`src/rtl/multicycle_control_fsm.sv`:
```
// ---------------------------------------------------------------------------
// multicycle_control_fsm
//
// Multi-cycle sequencer for the datapath. It steps each instruction through
// FETCH -> DECODE -> EXEC -> (MEM) -> WB and drives the per-state strobes for
// the PC, instruction register, ALU, data memory and register file. Memory
// accesses wait on a variable-latency handshake (mem_ready). One instruction
// is in flight at a time. Retired instructions are counted. Illegal opcodes
// and memory timeouts lock the sequencer in ERROR until reset.
//
// Ports
//   clk          rising-edge clock
//   reset        asynchronous, active-high reset
//   run          level; enables instruction sequencing (sampled in IDLE and
//                at retire only)
//   op[5:0]      opcode from the instruction register output
//   mem_ready    memory completes the current read/write this cycle
//   PCWrite      PC update strobe
//   IRWrite      instruction register load strobe
//   MemRead      memory read request
//   MemToWrite   memory write request
//   MemToReg     writeback source select (1 = memory, 0 = ALU)
//   ALUOp[2:0]   ALU operation select
//   RegWrite     register file write strobe
//   busy         high in every state except IDLE and ERROR
//   instr_done   one-cycle retire pulse
//   instr_count  retired-instruction counter (wraps)
//   error        sticky fault flag
// ---------------------------------------------------------------------------
module multicycle_control_fsm #(
  parameter int MEM_TIMEOUT = 15,
  parameter int TO_W        = 4,
  parameter int CNT_W       = 16
) (
  input  logic             clk,
  input  logic             reset,
  input  logic             run,
  input  logic [5:0]       op,
  input  logic             mem_ready,
  output logic             PCWrite,
  output logic             IRWrite,
  output logic             MemRead,
  output logic             MemToWrite,
  output logic             MemToReg,
  output logic [2:0]       ALUOp,
  output logic             RegWrite,
  output logic             busy,
  output logic             instr_done,
  output logic [CNT_W-1:0] instr_count,
  output logic             error
);

  typedef enum logic [2:0] {
    IDLE   = 3'd0,
    FETCH  = 3'd1,
    DECODE = 3'd2,
    EXEC   = 3'd3,
    MEM    = 3'd4,
    WB     = 3'd5,
    ERROR  = 3'd6
  } state_t;

  localparam logic [5:0] OP_RTYPE = 6'b000000;
  localparam logic [5:0] OP_LW    = 6'b100011;
  localparam logic [5:0] OP_SW    = 6'b101011;
  localparam logic [5:0] OP_ADDI  = 6'b001000;

  localparam logic [2:0] ALU_RTYPE = 3'b000;
  localparam logic [2:0] ALU_ADD   = 3'b001;

  localparam logic [TO_W-1:0] TIMEOUT = TO_W'(MEM_TIMEOUT);

  state_t            state;
  state_t            nextState;
  logic [5:0]        opQ;
  logic [TO_W-1:0]   waitCnt;
  logic [CNT_W-1:0]  instrCount;
  logic              waitExpired;
  logic              enterWaitState;

  function automatic logic isLegal(input logic [5:0] o);
    return (o == OP_RTYPE) || (o == OP_LW) || (o == OP_SW) || (o == OP_ADDI);
  endfunction

  function automatic logic isMemOp(input logic [5:0] o);
    return (o == OP_LW) || (o == OP_SW);
  endfunction

  // A memory-wait state gives up only when the budget is used and the memory
  // still has not answered; a ready on the final cycle wins.
  assign waitExpired = (waitCnt == TIMEOUT) && !mem_ready;

  // The wait counter restarts whenever FETCH or MEM is freshly entered,
  // including FETCH reached directly from a retire.
  assign enterWaitState = ((nextState == FETCH) || (nextState == MEM)) &&
                          (nextState != state);

  // ---- state register and sequencing state --------------------------------
  always_ff @(posedge clk or posedge reset) begin
    if (reset) begin
      state      <= IDLE;
      opQ        <= '0;
      waitCnt    <= '0;
      instrCount <= '0;
    end else begin
      state <= nextState;

      if (state == DECODE) begin
        opQ <= op;
      end

      if (enterWaitState) begin
        waitCnt <= '0;
      end else if (((state == FETCH) || (state == MEM)) && !mem_ready) begin
        waitCnt <= waitCnt + 1'b1;
      end

      if (instr_done) begin
        instrCount <= instrCount + 1'b1;
      end
    end
  end

  // ---- next-state and Moore outputs ----------------------------------------
  always_comb begin
    nextState  = state;
    PCWrite    = 1'b0;
    IRWrite    = 1'b0;
    MemRead    = 1'b0;
    MemToWrite = 1'b0;
    MemToReg   = 1'b0;
    ALUOp      = ALU_RTYPE;
    RegWrite   = 1'b0;
    busy       = 1'b0;
    instr_done = 1'b0;
    error      = 1'b0;

    unique case (state)
      IDLE: begin
        if (run) nextState = FETCH;
      end

      FETCH: begin
        busy    = 1'b1;
        MemRead = 1'b1;
        if (mem_ready) begin
          IRWrite   = 1'b1;
          PCWrite   = 1'b1;
          nextState = DECODE;
        end else if (waitExpired) begin
          nextState = ERROR;
        end
      end

      DECODE: begin
        busy      = 1'b1;
        nextState = isLegal(op) ? EXEC : ERROR;
      end

      EXEC: begin
        busy      = 1'b1;
        ALUOp     = (opQ == OP_RTYPE) ? ALU_RTYPE : ALU_ADD;
        nextState = isMemOp(opQ) ? MEM : WB;
      end

      MEM: begin
        busy = 1'b1;
        if (opQ == OP_SW) begin
          MemToWrite = 1'b1;
        end else begin
          MemRead = 1'b1;
        end
        if (mem_ready) begin
          if (opQ == OP_SW) begin
            // Stores have nothing to write back, so they retire here.
            instr_done = 1'b1;
            nextState  = run ? FETCH : IDLE;
          end else begin
            nextState = WB;
          end
        end else if (waitExpired) begin
          nextState = ERROR;
        end
      end

      WB: begin
        busy       = 1'b1;
        RegWrite   = 1'b1;
        MemToReg   = (opQ == OP_LW);
        instr_done = 1'b1;
        nextState  = run ? FETCH : IDLE;
      end

      ERROR: begin
        error = 1'b1;
      end

      default: begin
        nextState = IDLE;
      end
    endcase
  end

  assign instr_count = instrCount;

endmodule

```
`config.mk`:
```
export PLATFORM = sky130hd
export DESIGN_NAME = multicycle_control_fsm
export DESIGN_NICKNAME = d
export VERILOG_FILES = /design/src/rtl/multicycle_control_fsm.sv
export SDC_FILE = /design/constraint.sdc
export NUM_CORES = 1
export LEC_CHECK = 0
export ABC_AREA = 1
export CAP_MARGIN = 20
export CELL_PAD_IN_SITES_DETAIL_PLACEMENT = 1
export CELL_PAD_IN_SITES_GLOBAL_PLACEMENT = 2
export CORE_UTILIZATION = 25
export DETAILED_ROUTE_END_ITERATION = 8
export GPL_ROUTABILITY_DRIVEN = 1
export PLACE_DENSITY_LB_ADDON = 0.1
export SETUP_SLACK_MARGIN = 0.2
export SLEW_MARGIN = 30
export SYNTH_ARGS = -nofsm -noshare
export SYNTH_HDL_FRONTEND = slang
export SYNTH_SLANG_ARGS = --single-unit
```
`constraint.sdc`:
```
create_clock -name clk -period 3.4 [get_ports clk]
set_clock_uncertainty 0.2 [all_clocks]
set_input_delay 0.68 -clock clk [delete_from_list [all_inputs] [get_ports clk]]
set_output_delay 0.68 -clock clk [all_outputs]
set_load 0.01 [all_outputs]
```
# [After elaboration in Yosys (flattened, before gate mapping)]
# Index checks and enable logic that the tools add are counted.
[op_classes] n_addsub=2 eq_ne=15 n_mux=25 reduce_logical=15
[op_table] operator="$eq 6x6->1 const B" n=4
[op_table] operator="$pmux 3 s7" n=1
[op_table] operator="$mux 3" n=6
[op_table] operator="$add 16x1->16 const B" n=1
[op_table] operator="$mux 1" n=14
[op_table] operator="$eq 3x3->1 const B" n=4
[op_table] operator="$logic_not 6->1" n=2
[op_table] operator="$mux 4" n=2
[op_table] operator="$eq 3x1->1 const B" n=2
[op_table] operator="$eq 3x2->1 const B" n=2
[op_table] operator="$eq 6x4->1 const B" n=1
[op_table] operator="$logic_or 1x1->1" n=6
[op_table] operator="$reduce_or 5->1" n=1
[op_table] operator="$add 4x1->4 const B" n=1
[op_table] operator="$eq 4x4->1 const B" n=1
[op_table] operator="$pmux 1 s2" n=2
[op_table] operator="$logic_and 1x1->1" n=3
[op_table] operator="$logic_not 3->1" n=1
[op_table] operator="$ne 3x3->1" n=1
[op_table] operator="$reduce_bool 2->1" n=1
[op_table] operator="$logic_not 1->1" n=1
[word_totals] ff_bits=29 input_bits=10 wordCells=61

# [Longest topological paths before layout]
[logic_depth] ltp_word=10 mapped_depth=12 depth_no_buf=12

# [Worst setup path after synthesis]
# No wires, ideal clock.
[synth_timing] path_kind="reg-to-output" from="register state[1]" to="output port PCWrite" arrival_time_ns=1.149 slack_ns=1.371 path_stages_with_launch=7 path_buffers=1 cell_sequence="dfrtp_1 -> inv_1 -> nand2_1 -> nor2_4 -> inv_1 -> nor2_1 -> buf_4"
[synth_between] elab_chain_cells=2
[synth_lines] item="start, declared" line_no="73" rtl="state_t state;"
[synth_lines] item="start signal, assigned" line_no="106" rtl="state <= nextState;"
[synth_lines] item="$eq 3x1->1"
[synth_lines] item="$mux 1"
[synth_lines] item="end, declared" line_no="40" rtl="output logic PCWrite,"
# No other way between the ends.

# [Worst setup path in the final report]
[layout_timing] from="input port mem_ready" to="output port instr_done"
[layout_between] elab_chain_cells=2
[layout_lines] item="start, declared" line_no="39" rtl="input logic mem_ready,"
[layout_lines] item="$mux 1" line_no="173" rtl="if (mem_ready) begin"
[layout_lines] item="$pmux 1 s2" line_no="138" rtl="unique case (state)"
[layout_lines] item="end, declared" line_no="48" rtl="output logic instr_done,"
# No other way between the ends.

==> impl_metrics.toml <==
[floorplan]
die_x_um = 86.6
rows = 30
die_area_um2 = 7500
io-pin-count = 38
die_h_um = 86.6
initial_utilization_pct = 26.1
core_um2 = 6870

[detailed_routing]
drtAntennaViolNets = 0
totalWireLength_mm = 4.55
drc = 0
vias = 1596
drt_iter0_drc = 28
drt-wirelength-per-cell_um = 12.2
firstDrtPassIters = 4
vias_per_cell = 4.27

[hold_path]
whs_path_depth = 2
min_path_type = "reg -> reg"
hold_end = "opQ[0]"
min_from = "opQ[0]"

[yosys]
synth-compound-area-share_pct = 4.47
synth_xor_area_share_pct = 7.83
synth_mux_area_share_pct = 0.629
ys_types = 25
synth_area_leaders = "dfrtp_1 (41%), nand2_1 (13%), inv_1 (7.5%), nor2_1 (4.8%), nand3_1 (3.9%)"
yosys.cell_count.top_type = "nand2_1"
synth_top_area_share_pct = 40.5
synthesis.instances = 237
synth_edf_count = 0
netlist_area_um2 = 1790
ys.flop_type = "dfrtp_1"
yosys_warnings = 0
synthSimpleGateAreaFrac_pct = 34.2
synth_seq_cells = 29
synth_commonest_cells = "nand2_1 (62), inv_1 (36), dfrtp_1 (29)"
async_reset_ff_share_pct = 100
synthAdderAreaFrac_pct = 1.40
synth_top_family_by_area = "simple AND/OR/NAND/NOR gates"
yosysSeqAreaShare_pct = 40.5
syn_area_per_cell_um2 = 7.55
synth_top_cell_by_area = "dfrtp_1"

[worst_setup_path]
worstPathRequired_ns = 2.52
rr_endpoint = "instr_count[6]"
worstPathMaxFanout = 4
end_kind = "output pin"
arrival_ns = 2.13
critPathLaunchType = "input pin"
reg2reg_slack_ns = 1.55
r2r_start = "opQ[4]"
r2r_cells = 10
critPathKind = "in -> out"

[global_route]
met2_usage_pct = 21.0
overflow = 0
gr-usage-met3_pct = 2.86
grt_antenna_before_repair = 0
grt_max_degree = 30
grt_pass1_vias = 1577
top_usage_layer = "met2"
grtUsageMet1_pct = 19.3
track_usage_pct = 13.7
grt_pass1_wl_mm = 7.87

[final_layout]
final_nets = 290
area_growth_pct = 30.3
antenna_cells = 0
final_cell_count_no_fill = 374
fillers = 841
drive_above_1_share_pct = 9.35

[cts]
cts_setup_buffers = 0
clk_latency_ns = 0.28
htreeDepth = 2
clk_pin_slew_ns = 0.06
cts.sinks = 29
cts_max_path_buffers = 2
numCtsBuffers = 5
post_cts_resized = 0
cts_tree = "built"
cts_hold_buf = 0
cts_root_buf = "clkbuf_8"

[status]
outcome = "completed"

[placed_design]
dpl.hpwl_mm = 3.60
port_buffers = 35
place_inst = 367
place_congestion = 0.749

[pwr]
power_density_nw_per_um2 = 693
ir_drop_v = 0.000210
p_leak_nw = 1.12
power_mw = 1.62

[timing]
finalHoldViolCount = 0
finalCriticalPeriod_ns = 3.01
setup_viol = 0
fin_crit_sh_pct = 88.7
setup_tns_ns = 0
slew_viol_final = 0
rsz0062_at_grt = "no"
clock.fmax_mhz = 332

[job]
cap_violations = 0
-- how the worst max path moves through the flow --
stage	from	to	slack, ns	cells after the start
after floorplan	state[1]	PCWrite	1.37	6
after global placement	mem_ready	instr_done	0.38	6
after detailed placement	mem_ready	instr_done	0.35	6
after CTS	mem_ready	instr_done	0.35	6
after global routing	mem_ready	instr_done	0.26	6
final	mem_ready	instr_done	0.39	6
-- critical path: stages --
cell,delay [ns]
clkdlybuf4s50_1,0.53
nand3_2,0.11
nand2_1,0.07
nand2_1,0.07
inv_1,0.13
clkdlybuf4s50_1,0.55
-- registers in the layout, indices dropped and copies added, names as in the netlist --
signal and cells:
waitCnt 4, opQ 6, instr_count 16, state 3
-- placed cells by master, fill, tap and decap left out --
cell type / n
nand2_1: 62
xor2_1: 8
conb_1: 2
clkbuf_1: 1
nand3_2: 3
nand4_1: 9
nor2_1: 23
nand3_1: 14
nand3b_1: 1
buf_4: 4
nor3_4: 1
nor3_1: 5
o21ai_0: 12
nor4_1: 1
nor2_4: 4
clkdlybuf4s50_1: 35
clkbuf_8: 6
a21boi_0: 1
nor2_2: 5
xnor2_1: 8
inv_2: 2
mux2_1: 1
ha_1: 2
dfrtp_1: 29
a31oi_1: 2
nand2_2: 1
inv_1: 36
-- power by group --
part           leakage [nW]  internal (mW)  switching, mW
combinational         0.711          0.326          0.421
sequential            0.366          0.451          0.129
clock                0.0443          0.160          0.128
total                  1.12          0.937          0.679
-- area by class of cell --
cell class / count / area (µm²) / area share, %
flip-flops and latches: 29 / 726 / 31.1
inverters: 38 / 143 / 6.12
multi-input cells: 165 / 877 / 37.6
repair buffers: 39 / 380 / 16.3
clock buffers: 7 / 86.3 / 3.70
well taps: 96 / 120 / 5.15
-- metrics by stage --
step / hold WS, ns / cell area [µm²] / setup WS, ns / utilization, %
2_1_floorplan: 0.264 / 1790 / 1.37 / -
3_3_place_gp: 0.292 / 2250 / 0.378 / 32.7
3_5_place_dp: 0.297 / 2250 / 0.354 / 32.7
4_1_cts: 0.311 / 2330 / 0.354 / 34.0
5_1_grt: 0.363 / 2330 / 0.257 / 34.0
6_report: 0.301 / 2330 / 0.385 / 34.0
-- layer usage --
| metal | routed length (µm) | vias up |
|---|---|---|
| met5 | 0 | - |
| met4 | 44 | 0 |
| met3 | 119 | 5 |
| met2 | 2020 | 19 |
| met1 | 2370 | 755 |
| li1 | - | 817 |
-- cells by family after synthesis --
| group | Yosys count |
|---|---|
| adders and majority gates | 2 |
| other | 1 |
| and+or+nand+nor | 129 |
| buffers and inverters | 44 |
| DFF | 29 |
| xor gates and xnor gates | 16 |
| muxes | 1 |
| AOI/OAI and AO/OA | 15 |
(Power assumes the default switching activity.)
